### src/rtl/edge_count_window_ctrl.sv
// rtl/edge_count_window_ctrl.sv - windowed 8-lane bit-transition counter with valid/ready result
// Optional threshold alarm enabled by defining EDGE_WIN_ALARM_EN.
module edge_count_window_ctrl #(
  parameter int WIN_W = 8
) (
  input  logic             clk,
  input  logic             reset,
  input  logic             start,
  input  logic             abort,
  input  logic [WIN_W-1:0] cfg_win_len,
  input  logic [7:0]       in_,
  output logic             busy,
  output logic             out_val,
  input  logic             out_rdy,
  output logic [15:0]      out_count
`ifdef EDGE_WIN_ALARM_EN
  ,
  input  logic [15:0]      cfg_thresh,
  output logic             out_alarm
`endif
);

  localparam logic [1:0] S_IDLE  = 2'd0;
  localparam logic [1:0] S_PRIME = 2'd1;
  localparam logic [1:0] S_COUNT = 2'd2;
  localparam logic [1:0] S_DONE  = 2'd3;

  logic [1:0]       r_state;
  logic [7:0]       r_prev;
  logic [WIN_W-1:0] r_remaining;
  logic [15:0]      r_acc;

  logic [1:0]       w_state_nxt;
  logic [7:0]       w_prev_nxt;
  logic [WIN_W-1:0] w_rem_nxt;
  logic [15:0]      w_acc_nxt;
  logic [7:0]       w_diff;
  logic [3:0]       w_pop;
  logic [16:0]      w_sum;
  logic [15:0]      w_sat;

  always_comb begin
    w_diff = r_prev ^ in_;
    w_pop  = 4'd0;
    for (int i = 0; i < 8; i++) begin
      w_pop = w_pop + {3'b000, w_diff[i]};
    end
    w_sum = {1'b0, r_acc} + {13'd0, w_pop};
    // Clamp instead of wrapping so long busy windows still report a usable ceiling.
    w_sat = w_sum[16] ? 16'hFFFF : w_sum[15:0];
  end

  always_comb begin
    w_state_nxt = r_state;
    w_prev_nxt  = r_prev;
    w_rem_nxt   = r_remaining;
    w_acc_nxt   = r_acc;
    case (r_state)
      S_IDLE: begin
        if (start) begin
          w_rem_nxt   = cfg_win_len;
          w_acc_nxt   = 16'd0;
          w_state_nxt = S_PRIME;
        end
      end
      S_PRIME: begin
        w_prev_nxt = in_;
        if (abort) begin
          w_state_nxt = S_IDLE;
        end else if (r_remaining == '0) begin
          w_state_nxt = S_DONE;
        end else begin
          w_state_nxt = S_COUNT;
        end
      end
      S_COUNT: begin
        if (abort) begin
          w_state_nxt = S_IDLE;
        end else begin
          w_acc_nxt  = w_sat;
          w_prev_nxt = in_;
          w_rem_nxt  = r_remaining - WIN_W'(1);
          if (r_remaining == WIN_W'(1)) begin
            w_state_nxt = S_DONE;
          end
        end
      end
      S_DONE: begin
        if (out_rdy) begin
          w_state_nxt = S_IDLE;
        end
      end
      default: w_state_nxt = S_IDLE;
    endcase
  end

  always_ff @(posedge clk or negedge reset) begin
    if (!reset) begin
      r_state     <= S_IDLE;
      r_prev      <= 8'd0;
      r_remaining <= '0;
      r_acc       <= 16'd0;
    end else begin
      r_state     <= w_state_nxt;
      r_prev      <= w_prev_nxt;
      r_remaining <= w_rem_nxt;
      r_acc       <= w_acc_nxt;
    end
  end

  assign busy      = (r_state != S_IDLE);
  assign out_val   = (r_state == S_DONE);
  assign out_count = r_acc;

`ifdef EDGE_WIN_ALARM_EN
  logic [15:0] r_thresh;
  logic        r_alarm;

  // Alarm is precomputed from next-state values so it is a plain register in DONE.
  always_ff @(posedge clk or negedge reset) begin
    if (!reset) begin
      r_thresh <= 16'd0;
      r_alarm  <= 1'b0;
    end else begin
      if (r_state == S_IDLE && start) begin
        r_thresh <= cfg_thresh;
      end
      r_alarm <= (w_state_nxt == S_DONE) && (w_acc_nxt > r_thresh);
    end
  end

  assign out_alarm = r_alarm;
`endif

endmodule

### config.mk
export PLATFORM = sky130hd
export DESIGN_NAME = edge_count_window_ctrl
export DESIGN_NICKNAME = d
export VERILOG_FILES = /design/src/rtl/edge_count_window_ctrl.sv
export SDC_FILE = /design/constraint.sdc
export NUM_CORES = 1
export LEC_CHECK = 0
export CAP_MARGIN = 20
export CORE_MARGIN = 1.5
export CORE_UTILIZATION = 54
export CTS_BUF_LIST = sky130_fd_sc_hd__clkbuf_4
export CTS_CLUSTER_SIZE = 12
export DETAILED_ROUTE_END_ITERATION = 6
export PLACE_DENSITY = 0.93
export REMOVE_ABC_BUFFERS = 1
export SETUP_SLACK_MARGIN = 0.1
export SLEW_MARGIN = 20
export SYNTH_ARGS = -nofsm -noshare
export SYNTH_HDL_FRONTEND = slang
export SYNTH_SLANG_ARGS = --single-unit
### constraint.sdc
create_clock -name clk -period 4.65 [get_ports clk]
set_clock_uncertainty 0.2 [all_clocks]
set_input_delay 1.395 -clock clk [delete_from_list [all_inputs] [get_ports clk]]
set_output_delay 1.395 -clock clk [all_outputs]
set_load 0.01 [all_outputs]
### After elaboration in Yosys (flattened, before gate mapping)

Index checks and enable logic that the tools add are counted.

| cells by class | value |
|---|---|
| $add $sub $neg | 9 |
| equal/unequal tests | 8 |
| reductions and logical operators | 8 |
| multiplexer cells | 16 |
| bitwise logic cells | 1 |

Operator list:

| kind | count |
|---|---|
| $mux 16 | 3 |
| $pmux 16 s2 | 1 |
| $pmux 8 s2 | 2 |
| $mux 8 | 3 |
| $add 16x4->17 | 1 |
| $add 4x1->4 | 4 |
| $mux 2 | 5 |
| $eq 8x1->1 const B | 1 |
| $logic_not 8->1 | 1 |
| $pmux 2 s4 | 1 |
| $sub 8x1->8 const B | 1 |
| $xor 8x8->8 | 1 |
| $reduce_and 3->1 | 2 |
| $reduce_bool 2->1 | 3 |
| $add 3x1->4 | 1 |
| $eq 2x2->1 const B | 2 |
| $ne 2x2->1 const B | 2 |
| $add 2x1->3 | 1 |
| $ne 3x3->1 const B | 1 |
| $add 1x1->2 | 1 |
| $eq 2x1->1 const B | 1 |
| $logic_not 2->1 | 1 |
| $ne 2x1->1 const B | 1 |
| $reduce_and 2->1 | 1 |
| $mux 1 | 1 |

| storage, ports and cells | value |
|---|---|
| output and inout bits | 18 |
| bits of input ports | 21 |
| logic and storage cells | 46 |
| register bits after elaboration | 34 |

### Logic depth before layout (Yosys ltp)

Gate-level depths: netlist of the first run.

| logic depth | value |
|---|---|
| word-level depth | 12 |
| gate-level depth with buffers | 14 |
| depth with buffers taken out | 13 |

### Worst setup path before layout of the first run

OpenSTA, ideal clock, no wires.

| timing | value |
|---|---|
| path kind | input -> register |
| start | in in_[0] |
| end | reg r_acc[11] (netlist: out_count[11]) |
| required time | 4.370 ns |
| path buffers | 1 |
| library setup time | 0.080 ns |
| slack | -0.565 ns |
| data arrival time | 4.934 ns |
| stages | 14 |
| path through | xor2_1 fa_1 fa_1 inv_1 fa_1 fa_1 inv_1 fa_1 nand3_1 and2_1 or4_1 buf_2 o31a_1 o211ai_2 |

| on the way | value |
|---|---|
| longest elaborated chain between the ends | 12 |

Ends and longest elaborated chain:

| element | RTL line | source |
|---|---|---|
| from (decl) | 11 | `input logic [7:0] in_,` |
| $xor 8x8->8 | 43 | `w_diff = r_prev ^ in_;` |
| $add 1x1->2 | 46 | `w_pop = w_pop + {3'b000, w_diff[i]};` |
| $add 2x1->3 | 46 |  |
| $add 3x1->4 | 46 |  |
| $add 4x1->4 (4 in a row) | 46 |  |
| $add 16x4->17 | 48 | `w_sum = {1'b0, r_acc} + {13'd0, w_pop};` |
| $mux 16 | 50 | `w_sat = w_sum[16] ? 16'hFFFF : w_sum[15:0];` |
| $mux 16 | 77 | `if (abort) begin` |
| $pmux 16 s2 | 58 | `case (r_state)` |
| to (signal assigned) | 107 | `r_acc <= w_acc_nxt;` |
| to (decl) | 31 | `logic [15:0] r_acc;` |

No other way between the ends. The select of a mux whose other input is x is not followed.
A chain may end at the register's enable or synchronous reset.

### Final worst setup path of the first run

| timing | value |
|---|---|
| start | in in_[0] |
| end | reg r_acc[7] (netlist: out_count[7]) |

The elaborated chain is that of the path after synthesis.

==> impl_metrics.py, run 1 <==
metrics = {
    "status": {
        "status": "finished with violations",
        "violations": "setup timing",
    },
    "timing": {
        "setup_slack_ps": -194,
        "rsz0062_at_grt": "true",
        "finalSetupViolCount": 13,
        "fmax_mhz": 206,
        "tightest_slew_ps": 643,
        "drv_slew": 0,
        "relSlewSlack_pct": 57.1,
        "period_minus_slack_ps": 4840,
        "whs_ps": 320,
        "hold_viol_final": 0,
        "fin_crit_sh_pct": 104,
    },
    "synth": {
        "synth_top_area_share_pct": 39.4,
        "synth_area_um2": 2160,
        "synth_edf_count": 0,
        "synth_cell_types": 45,
        "synth_area_per_cell_um2": 9.08,
        "synthTopCellsByArea": "dfrtp_1 (39%), o21ai_0 (6.7%), nand2_1 (5.4%), fa_1 (4.6%), ha_1 (4.6%)",
        "yosys_warnings": 0,
        "ys_seq_area_share_pct": 39.4,
        "synth_ff_type": "dfrtp_1",
        "async_flop_share_pct": 100,
        "synth-seq-cells": 34,
        "postSynthCellCount": 238,
        "yosys.area.top_type": "dfrtp_1",
    },
    "layout": {
        "finish.utilization_pct": 74.6,
        "nets": 319,
        "diodes": 0,
        "area_growth_pct": 29.3,
        "drive_gt1_share_pct": 18.2,
        "register_area_um2": 851,
        "layout_common_cells": "clkdlybuf4s50_1 (36), dfrtp_1 (34), nand2_1 (30), o21ai_0 (23), a21oi_1 (16)",
        "multi_input_area_um2": 1310,
        "stdcell_area_um2": 2790,
        "fillers": 258,
        "final_common_cell": "clkdlybuf4s50_1",
    },
    "route": {
        "avgViaCountPerCell": 6.20,
        "drc": 0,
        "vias": 2071,
        "wl_per_cell_um": 17.4,
        "drt_iter0_markers": 182,
        "first_pass_iters": 5,
        "wl_um": 5820,
        "ant_nets": 0,
    },
    "clock_tree": {
        "root_buffer": "clkbuf_4",
        "h-tree-depth": 2,
        "cts_hold_buf": 0,
        "cts_buffers": 5,
        "cts_sinks": 34,
        "cts_buffer_depth": 2,
        "clk_pin_slew_ps": 100,
        "cts_tree": "built",
        "insertion_delay_ps": 350,
    },
    "power_and_ir_drop": {
        "ir_drop_mv": 0.656,
        "power.total_mw": 1.91,
        "leakagePower_nw": 1.18,
        "power.density_nw_per_um2": 682,
    },
    "die": {
        "die_h_um": 66.3,
        "initial_core_util_pct": 57.7,
        "core_um2": 3740,
        "ios": 39,
        "die_area_um2": 4390,
        "num_rows": 22,
        "fp.dieW_um": 66.3,
    },
    "grt": {
        "antenna_found_initial": 0,
        "grt_usage_pct": 26.8,
        "overflow": 0,
        "grt_max_degree": 35,
        "grt_pass1_wl_um": 8850,
        "grt_pass1_vias": 1927,
    },
    "placement": {
        "port_buffers": 38,
        "post-place-ws_ps": -1280,
        "gp_congestion": 0.819,
        "dp_hpwl_um": 3550,
        "post_dp_cell_area_um2": 2620,
    },
    "critical_path": {
        "cp-end-kind": "flip-flop",
        "crit_fanout": 7,
        "crit_slowest_cell": "or4_4",
        "slowest_delay_ps": 540,
        "crit_arrival_ps": 4910,
        "required_ps": 4720,
        "crit_path_start_kind": "primary input",
        "path_class": "in2reg",
        "worst_path_most_repeated_cell": "fa_1",
        "path_cells": "buf_6, xor2_2, fa_1, fa_1, inv_1, fa_1, fa_2, inv_2, fa_2, nand3_2, and2_4, or4_4, o31a_1, o21ai_1",
    },
    "run": {
        "cap_viol_max_count": 0,
    },
    "hold_path": {
        "hp-class": "reg2reg",
    },
}
==> final timing paths <==
check,depth (start not counted),from,to,slack [ps]
max in group asynchronous,2,reset,out_count[3],2690
worst max register to register,13,r_prev[0],out_count[7],430
worst max-delay path,14,in_[0],out_count[7],-190
min in group asynchronous,2,reset,out_count[14],1240
worst min register to register,1,r_remaining[6],r_remaining[6],320
worst min-delay path,1,r_remaining[6],r_remaining[6],320
==> power breakdown <==
group	leakage, nW	switching, mW	internal (mW)	total [mW]
logic	0.716	0.659	0.589	1.25
registers	0.433	0.0995	0.389	0.488
clock network	0.0331	0.107	0.0626	0.169
==> registers in the layout, summed over array words and instances, names as in the netlist <==
signal	flops
out_count	16
r_remaining	8
r_prev	8
r_state	2
==> metrics by stage <==
step,instances,TNS (ps)
6_report,334,-1710
5_1_grt,334,-3050
4_1_cts,333,-887
3_5_place_dp,323,-18120
3_3_place_gp,323,-16460
2_1_floorplan,227,-6710
==> routing by layer <==
layer | routed length (um) | GRT usage (%) | up-vias
met5 | 0 | 0 | -
met4 | 259 | 12.8 | 0
met3 | 414 | 6.64 | 24
met2 | 2800 | 42.1 | 124
met1 | 2350 | 34.6 | 970
li1 | - | - | 953
==> critical path: cells and delay by family <==
| family | cells | cell delay, ps |
|---|---|---|
| fa+ha+maj | 5 | 2040 |
| simple gates | 3 | 770 |
| compound gates | 2 | 330 |
| buf+inv | 3 | 230 |
| xor+xnor | 1 | 160 |
==> area by class of cell <==
cell class	instances	area share [%]
Multi-Input combinational cell	183	46.8
Tap cell	48	2.15
Sequential cell	34	30.5
Inverter	10	1.34
Clock inverter	2	0.313
Timing Repair Buffer	51	17.3
Clock buffer	6	1.61
==> cells by family after synthesis <==
kind of cell,count (synthesis),synth area share [%]
DFF,34,39.4
xor gates and xnor gates,9,3.65
AOI/OAI and AO/OA,79,23.1
and+or+nand+nor,73,15.7
buffers and inverters,21,4.23
adders and majority gates,13,9.26
muxes,9,4.63
==> cells in the mapped netlist, types with 4 or more instances <==
library cell and number:
a21oi_1 17, buf_2 4, clkbuf_1 6, dfrtp_1 34, fa_1 5, ha_1 8
inv_1 10, mux2_2 8, nand2_1 31, nand3_1 9, nor2_1 11, nor3_1 6
o211ai_1 4, o21ai_0 29, o31a_1 4, xnor2_1 4, xor2_1 5
==> repair_timing <==
action                                  CTS  global route
hold endpoints to repair                  0             0
setup buffers                             2             1
gates resized for setup                  28            10
endpoints found under the setup margin   16            15
pin swaps                                19             4
Note: power is estimated with default switching activity, not from simulation.
==> run 2: changes to the inputs <==
--- a/config.mk
+++ b/config.mk
@@ -6,7 +6,6 @@
 export NUM_CORES = 1
 export LEC_CHECK = 0
 export CAP_MARGIN = 20
-export CORE_MARGIN = 1.5
 export CORE_UTILIZATION = 54
 export CTS_BUF_LIST = sky130_fd_sc_hd__clkbuf_4
 export CTS_CLUSTER_SIZE = 12
==> run 2 against run 1 <==
- non-clock buffer count unchanged
- the flow still finishes with violations (setup timing)
- highest routed layer unchanged
- combinational power barely moved
- clock power shrank 4%
==> impl_metrics.py, run 2 (synthesis gave the netlist of run 1 again) <==
metrics = {
    "status": {
        "status": "finished with violations",
        "violations": "setup timing",
    },
    "power_and_ir_drop": {
        "ir_drop_mv": 0.576,
        "clkPwrFrac_pct": 8.6,
        "power_switching_mw": 0.829,
        "p_sw_share_pct": 44.4,
        "power.density_nw_per_um2": 673,
        "seq_power_share_pct": 25.8,
        "leakagePower_nw": 1.18,
        "p_int_mw": 1.04,
        "combPwrFrac_pct": 65.6,
    },
    "critical_path": {
        "crit_fanout": 7,
        "cp-startpoint": "in_[0]",
        "crit_slowest_cell": "or4_4",
        "rr_startpoint": "r_prev[0]",
        "r2r_slack_ps": 510,
        "crit_path_start_kind": "primary input",
        "required_ps": 4710,
        "crit_arrival_ps": 4850,
        "timing.rr.end": "out_count[11]",
        "worstRegToRegCells": 13,
        "path_class": "in2reg",
        "path_cells": "buf_8, xor2_4, fa_1, fa_1, inv_1, fa_1, fa_2, inv_2, fa_2, nand3_2, and2_4, or4_4, o31a_1, o211ai_2",
        "slowest_delay_ps": 540,
        "worst_path_most_repeated_cell": "fa_1",
        "cp-end-kind": "flip-flop",
    },
    "route": {
        "drc": 0,
        "wl_per_cell_um": 16.2,
        "avgViaCountPerCell": 6.17,
        "vias": 2062,
        "wl_um": 5410,
        "ant_nets": 0,
        "drt_iter0_markers": 213,
        "first_pass_iters": 5,
    },
    "timing": {
        "period_minus_slack_ps": 4780,
        "hold_viol_final": 0,
        "relSlewSlack_pct": 58.4,
        "fin_crit_sh_pct": 103,
        "finalSetupViolCount": 13,
        "setup_slack_ps": -134,
        "drv_slew": 0,
        "rsz0062_at_grt": "true",
        "whs_ps": 319,
        "tightest_slew_ps": 621,
        "fmax_mhz": 209,
    },
    "clock_tree": {
        "cts_buffers": 5,
        "insertion_delay_ps": 340,
        "h-tree-depth": 2,
        "cts_tree": "built",
        "cts_sinks": 34,
        "cts_buffer_depth": 2,
        "root_buffer": "clkbuf_4",
        "clk_pin_slew_ps": 110,
    },
    "grt": {
        "grt_pass1_vias": 1822,
        "grt_pass1_wl_um": 8560,
        "grt_usage_pct": 26.9,
        "overflow": 0,
        "antenna_found_initial": 0,
        "grt_max_degree": 35,
    },
    "die": {
        "ios": 39,
        "num_rows": 22,
        "fp.dieW_um": 65.3,
        "core_um2": 3740,
        "die_area_um2": 4260,
        "initial_core_util_pct": 57.7,
        "die_h_um": 65.3,
    },
    "hold_path": {
        "hold_end": "r_remaining[6]",
        "hold_start": "r_remaining[6]",
        "holdPathStages": 1,
        "hp-class": "reg2reg",
    },
    "layout": {
        "final_common_cell": "clkdlybuf4s50_1",
        "drive_gt1_share_pct": 16.8,
        "nets": 319,
        "largest_reg_flops": 16,
        "layout_common_cells": "clkdlybuf4s50_1 (36), dfrtp_1 (34), nand2_1 (30), o21ai_0 (23), a21oi_1 (16)",
        "diodes": 0,
        "stdcell_area_um2": 2780,
        "finish.utilization_pct": 74.2,
        "area_growth_pct": 28.6,
    },
    "placement": {
        "port_buffers": 38,
        "gp_congestion": 0.891,
        "post_dp_cell_area_um2": 2620,
        "dp_hpwl_um": 3710,
    },
    "run": {
        "cap_viol_max_count": 0,
    },
}
## run 2: power by group through the flow
stage	combinational (mW)	sequential, mW	clock [mW]
final	1.23	0.482	0.162
after global routing	1.37	0.496	0.176
after CTS	1.14	0.476	0.163
after detailed placement	1.05	0.479	0
after global placement	0.992	0.473	0
after floorplan	0.709	0.463	0
## run 2: how the worst max path moves through the flow
stage                     to  slack (ps)
2_1_floorplan  out_count[11]        -560
4_1_cts        out_count[11]         -70
3_3_place_gp   out_count[11]       -1150
3_5_place_dp    out_count[4]       -1290
6_report       out_count[11]        -130
5_1_grt        out_count[11]        -250
## run 2: layout make-up
class                   instances  area (um2)
inverters                      10        37.5
fillers                       269         965
clock inverters                 2        8.76
clock buffers                   6        45.0
flip-flops and latches         34         851
well taps                      48        60.1
repair buffers                 51         484
multi-input cells             183        1290
## run 2: metal layers
layer | vias to the layer above | wire length (um) | track usage, %
met5 | - | 0 | 0
met4 | 0 | 93 | 11.7
met3 | 11 | 360 | 4.17
met2 | 104 | 2610 | 43.2
li1 | 954 | - | -
met1 | 993 | 2340 | 35.9
## run 2: timing repair
item	in CTS	in global routing
pin swaps	16	5
hold buffers	0	0
endpoints found under the setup margin	16	15
setup buffers	1	2
gates resized for setup	24	9
## run 2: stage by stage
step / TNS [ps] / worst slack, ps / total power [mW] / cells
4_1_cts: -395 / -73.4 / 1.78 / 332
2_1_floorplan: -6710 / -560 / 1.17 / 227
3_5_place_dp: -18630 / -1290 / 1.53 / 323
3_3_place_gp: -16500 / -1150 / 1.46 / 323
5_1_grt: -2640 / -254 / 2.04 / 334
6_report: -972 / -134 / 1.87 / 334
## run 2: worst max-delay path: cells and delay by family
family          cells  cell delay (ps)
fa+ha+maj           5             2000
simple gates        3              800
compound gates      2              270
buf+inv             3              220
xor+xnor            1              140
==> RTL edit 1: new RTL, settings of run 1 <==
Register the output `out_count` once more, cleared by the reset; this adds one clock of latency there. The other outputs are not delayed to match.
--- a/src/rtl/edge_count_window_ctrl.sv
+++ b/src/rtl/edge_count_window_ctrl.sv
@@ -111,5 +111,11 @@
   assign busy      = (r_state != S_IDLE);
   assign out_val   = (r_state == S_DONE);
-  assign out_count = r_acc;
+  always_ff @(posedge clk or negedge reset) begin
+    if (!reset) begin
+      out_count <= '0;
+    end else begin
+      out_count <= r_acc;
+    end
+  end
 
 `ifdef EDGE_WIN_ALARM_EN
Behaviour: not the same (a bounded check fails within 4 cycles, from zero or initial values and one cycle with reset low).
==> RTL edit 1 against run 1 <==
Routed wire length decreased by 3.1%; sequential cell count increased by 16; fmax increased by 4.3%; synthesized area up 21%; die area up 20%; power increased by 4.1%; highest routed layer unchanged; setup slack improved by 0.20 ns; non-clock buffer count rose by 1; design area is 18% higher; clock power grew 18%; utilization down 4.1 points; first-iteration DRC count increased by 21%; sequential share of layout area increased by 7.4 points.
==> RTL edit 1: results (changes against run 1) <==
Parameter                              Value

Finish
  Post-layout net count    344 (+7.8%)
  Non-filler instance count after layout    365 (+9.3%)

Timing
  Rel. slew slack    49.13% (-8.0 points)
  Final worst slack    0.004980 ns (+0.1988 ns)
  Worst hold slack    0.2316 ns (-0.08835 ns)

Setup path
  Critical R2R Capture    r_acc[14]$_DFFE_PN0P_
  Max stage delay on crit path    0.51 ns (-0.03 ns)
  Highest-delay cell along the critical path    sky130_fd_sc_hd__fa_1

Power and ir drop
  Power consumed by the clock network    0.199 mW (+18%)
  Power spent charging and discharging nets    0.8322 mW (-3.7%)
  Total sequential power    0.624 mW (+28%)

Route
  Routed Wire Length    5642 um (-3.1%)
  DRC violation total after the first TritonRoute iteration    221 (+21%)

Synthesis
  Per-instance average area after synthesis    9.943 um^2 (+9.5%)
  Adder-Cell Fraction of Synth Area    7.685% (-1.6 points)
  Part of the Yosys area used for sequential elements    48.03% (+8.7 points)
  Library cells used by synthesis    47 (+4.4%)
  Most frequent cells after synthesis    sky130_fd_sc_hd__dfrtp_1 (50), sky130_fd_sc_hd__o21ai_0 (34), sky130_fd_sc_hd__nand2_1 (23)
  Cell types occupying the most area after synthesis    sky130_fd_sc_hd__dfrtp_1 (48%), sky130_fd_sc_hd__o21ai_0 (6.5%), sky130_fd_sc_hd__fa_1 (3.8%)
  Post-Synth XOR/XNOR Area    3.362% (-0.29 points)

CTS
  Number of buffers added for setup after CTS    4 (+2)
  Clock transition at the registers of the reported paths    0.14 ns (+0.04 ns)
  Clock Latency Late Sink    0.39 ns (+0.04 ns)

Outcome
  Outcome    completed

Hold path
  Hold-critical path depth    0 (-1)
  Worst min-delay path endpoint    out_count[1]$_DFF_PN0_

Place
  Placer's final routability congestion estimate    0.9388 (+15%)
  DP HPWL    3634 um (+2.2%)

Global routing
  Aggregate global-route resource usage    21.95% (-4.9 points)
==> RTL edit 1: area by class of cell <==
cell class,instances,area [um^2]
Clock inverter,2,8.758
Tap cell,54,67.56
Sequential cell,50,1251
Fill cell,322,1384
Inverter,10,37.54
Timing Repair Buffer,52,486.7
Clock buffer,6,45.04
Multi-Input combinational cell,191,1411
==> RTL edit 1: cell families (layout without fill, tap and decap cells) <==
| family | Yosys count | after routing |
|---|---|---|
| flops | 50 | 50 |
| mux | 8 | 8 |
| fa+ha+maj | 13 | 13 |
| xor+xnor | 10 | 10 |
| simple gates | 81 | 81 |
| compound gates | 79 | 79 |
| buf+inv | 21 | 70 |
==> RTL edit 1: routing by layer <==
| layer | track usage [%] | routed length [um] | share of wire [%] |
|---|---|---|---|
| met5 | 0 | 0 | 0 |
| met1 | 29.72 | 2468 | 44 |
| met3 | 4.306 | 283 | 5.0 |
| met2 | 36.32 | 2837 | 50 |
| met4 | 6.080 | 53 | 0.94 |
==> RTL edit 2: new RTL, settings of run 1 <==
Without the edit above. Build with the macro `EDGE_WIN_ALARM_EN` defined.
--- a/src/rtl/edge_count_window_ctrl.sv
+++ b/src/rtl/edge_count_window_ctrl.sv
@@ -1,4 +1,6 @@
 // rtl/edge_count_window_ctrl.sv - windowed 8-lane bit-transition counter with valid/ready result
 // Optional threshold alarm enabled by defining EDGE_WIN_ALARM_EN.
+`define EDGE_WIN_ALARM_EN
+
 module edge_count_window_ctrl #(
   parameter int WIN_W = 8
Ports: changed (added cfg_thresh and out_alarm); port bits go from 39 to 56. No check against the original RTL was run, so the function may have changed too.
==> RTL edit 2 against run 1 <==
The flow still finishes with violations (setup timing); routed wire length is 58% higher; clock power is 21% higher; sequential cell count rose by 17; highest routed layer is now met5; design area is 51% higher; setup slack got worse by 0.97 ns; power grew 46%; largest power group unchanged; fmax fell by 17%; first-iteration DRC count rose by 72%; synthesized area rose by 45%.
==> RTL edit 2: results (changes against run 1) <==
Parameter                              Value

Outcome
  Outcome    finished, violations left
  Failing checks    setup timing

Route
  Vias    3045 (+47%)
  Average routed wire per standard cell    19.06 um (+9.4%)
  DRC violation total after the first TritonRoute iteration    313 (+72%)

Timing
  Total setup violations reported at the end of the flow    5 (-8)
  Final worst slack    -1.162 ns (-0.9677 ns)
  Transition time of the tightest slew-check pin    1.112 ns (+0.4690 ns)
  Setup TNS Final    -1.675 ns (+0.03196 ns)

Setup path
  Crit path DAT    5.87 ns (+0.96 ns)
  Highest-delay cell along the critical path    sky130_fd_sc_hd__or4_1
  Max Fanout on Critical Path    5 (-2)
  Max stage delay on crit path    0.57 ns (+0.03 ns)

Place
  Port bufs    55 (+45%)
  Placer's final routability congestion estimate    1.007 (+23%)
  Placement Setup Slack    -2.092 ns (-0.8143 ns)
  Cell area after placement    3862 um^2 (+47%)
  DP HPWL    5730 um (+61%)

Synthesis
  Fraction of synthesized area in multiplexers    2.882% (-1.8 points)
  Cell types occupying the most area after synthesis    sky130_fd_sc_hd__dfrtp_1 (41%), sky130_fd_sc_hd__ha_1 (9.6%), sky130_fd_sc_hd__o21ai_0 (5.8%)
  Post-Synth XOR/XNOR Area    2.522% (-1.1 points)
  Compound-gate portion of the synthesized area    19.18% (-3.9 points)
  Part of the Yosys area used for sequential elements    40.83% (+1.5 points)
  Synthesized netlist cell count    332 (+39%)
  Post-synthesis async set-or-reset flop share    100.0% (unchanged)
  Adder-Cell Fraction of Synth Area    12.81% (+3.5 points)
  Most frequent cells after synthesis    sky130_fd_sc_hd__dfrtp_1 (51), sky130_fd_sc_hd__o21ai_0 (36), sky130_fd_sc_hd__inv_1 (25)

Finish
  Layout filler cell count    356 (+38%)
  Post-layout net count    474 (+49%)
  Non-filler instance count after layout    481 (+44%)
  Number of logic inverters in the finished layout    25 (+15)
  Combined flip-flop and latch cell area    1276 um^2 (+50%)
  Share of final-layout standard cells stronger than drive strength 1    21.76% (+3.6 points)
  Multi-input logic cell count    246 (+34%)
  Fraction of standard cell area in multi-input logic    46.65% (-0.14 points)
  Area Overhead vs Synth    35.23%
  Portion of the layout cell area used by non-clock buffers    17.55% (+0.22 points)

Floorplan
  Starting Density    56.41% (-1.3 points)

Global routing
  Antenna violations before repair    1 (+1)
  First-pass GRT wire length    14500 um (+64%)

Power and ir drop
  Leak    1.839 nW (+56%)

CTS
  Clock transition at the registers of the reported paths    0.14 ns (+0.04 ns)
==> RTL edit 2: changes by cell type after synthesis, moves of 7 or more <==
| cell | change |
|---|---|
| sky130_fd_sc_hd__dfrtp_1 | +17 |
| sky130_fd_sc_hd__ha_1 | +16 |
| sky130_fd_sc_hd__inv_1 | +15 |
| sky130_fd_sc_hd__and3_1 | +8 |
| sky130_fd_sc_hd__nand2_1 | -7 |
| sky130_fd_sc_hd__nor2_1 | +7 |
| sky130_fd_sc_hd__o21ai_0 | +7 |
==> RTL edit 2: cell families after synthesis <==
logic type / count (synthesis)
compound gates: 97
xor+xnor: 9
fa+ha+maj: 29
buf+inv: 35
flops: 51
mux: 8
simple gates: 103
==> RTL edit 2: path summary, 6_finish.rpt <==
| path | start | endpoint | slack (ns) |
|---|---|---|---|
| worst max register to register | r_prev[0]$_DFFE_PN0P_ | out_alarm$_DFF_PN0_ | -0.56 |
| worst max-delay path | in_[2] | out_alarm$_DFF_PN0_ | -1.16 |
| worst min-delay path | r_prev[7]$_DFFE_PN0P_ | r_prev[7]$_DFFE_PN0P_ | 0.35 |
| min in group asynchronous | reset | r_thresh[8]$_DFFE_PN0P_ | 0.81 |
| max in group asynchronous | reset | r_prev[5]$_DFFE_PN0P_ | 3.00 |
| worst min register to register | r_prev[7]$_DFFE_PN0P_ | r_prev[7]$_DFFE_PN0P_ | 0.35 |
==> RTL edit 2: power by group <==
group / switching (mW) / internal [mW] / leakage, nW
registers: 0.124 / 0.598 / 0.648
clock network: 0.141 / 0.0622 / 0.0307
logic: 0.990 / 0.865 / 1.16
==> RTL edit 2: per-layer routing <==
metal	up-vias	share of wire, %	global-route usage, %	wire length [um]
met2	190	50	52.05	4602
met3	39	6.5	6.092	594
met5	-	0.14	0	13
met1	1470	40	36.32	3693
li1	1344	-	-	-
met4	2	2.9	10.70	266
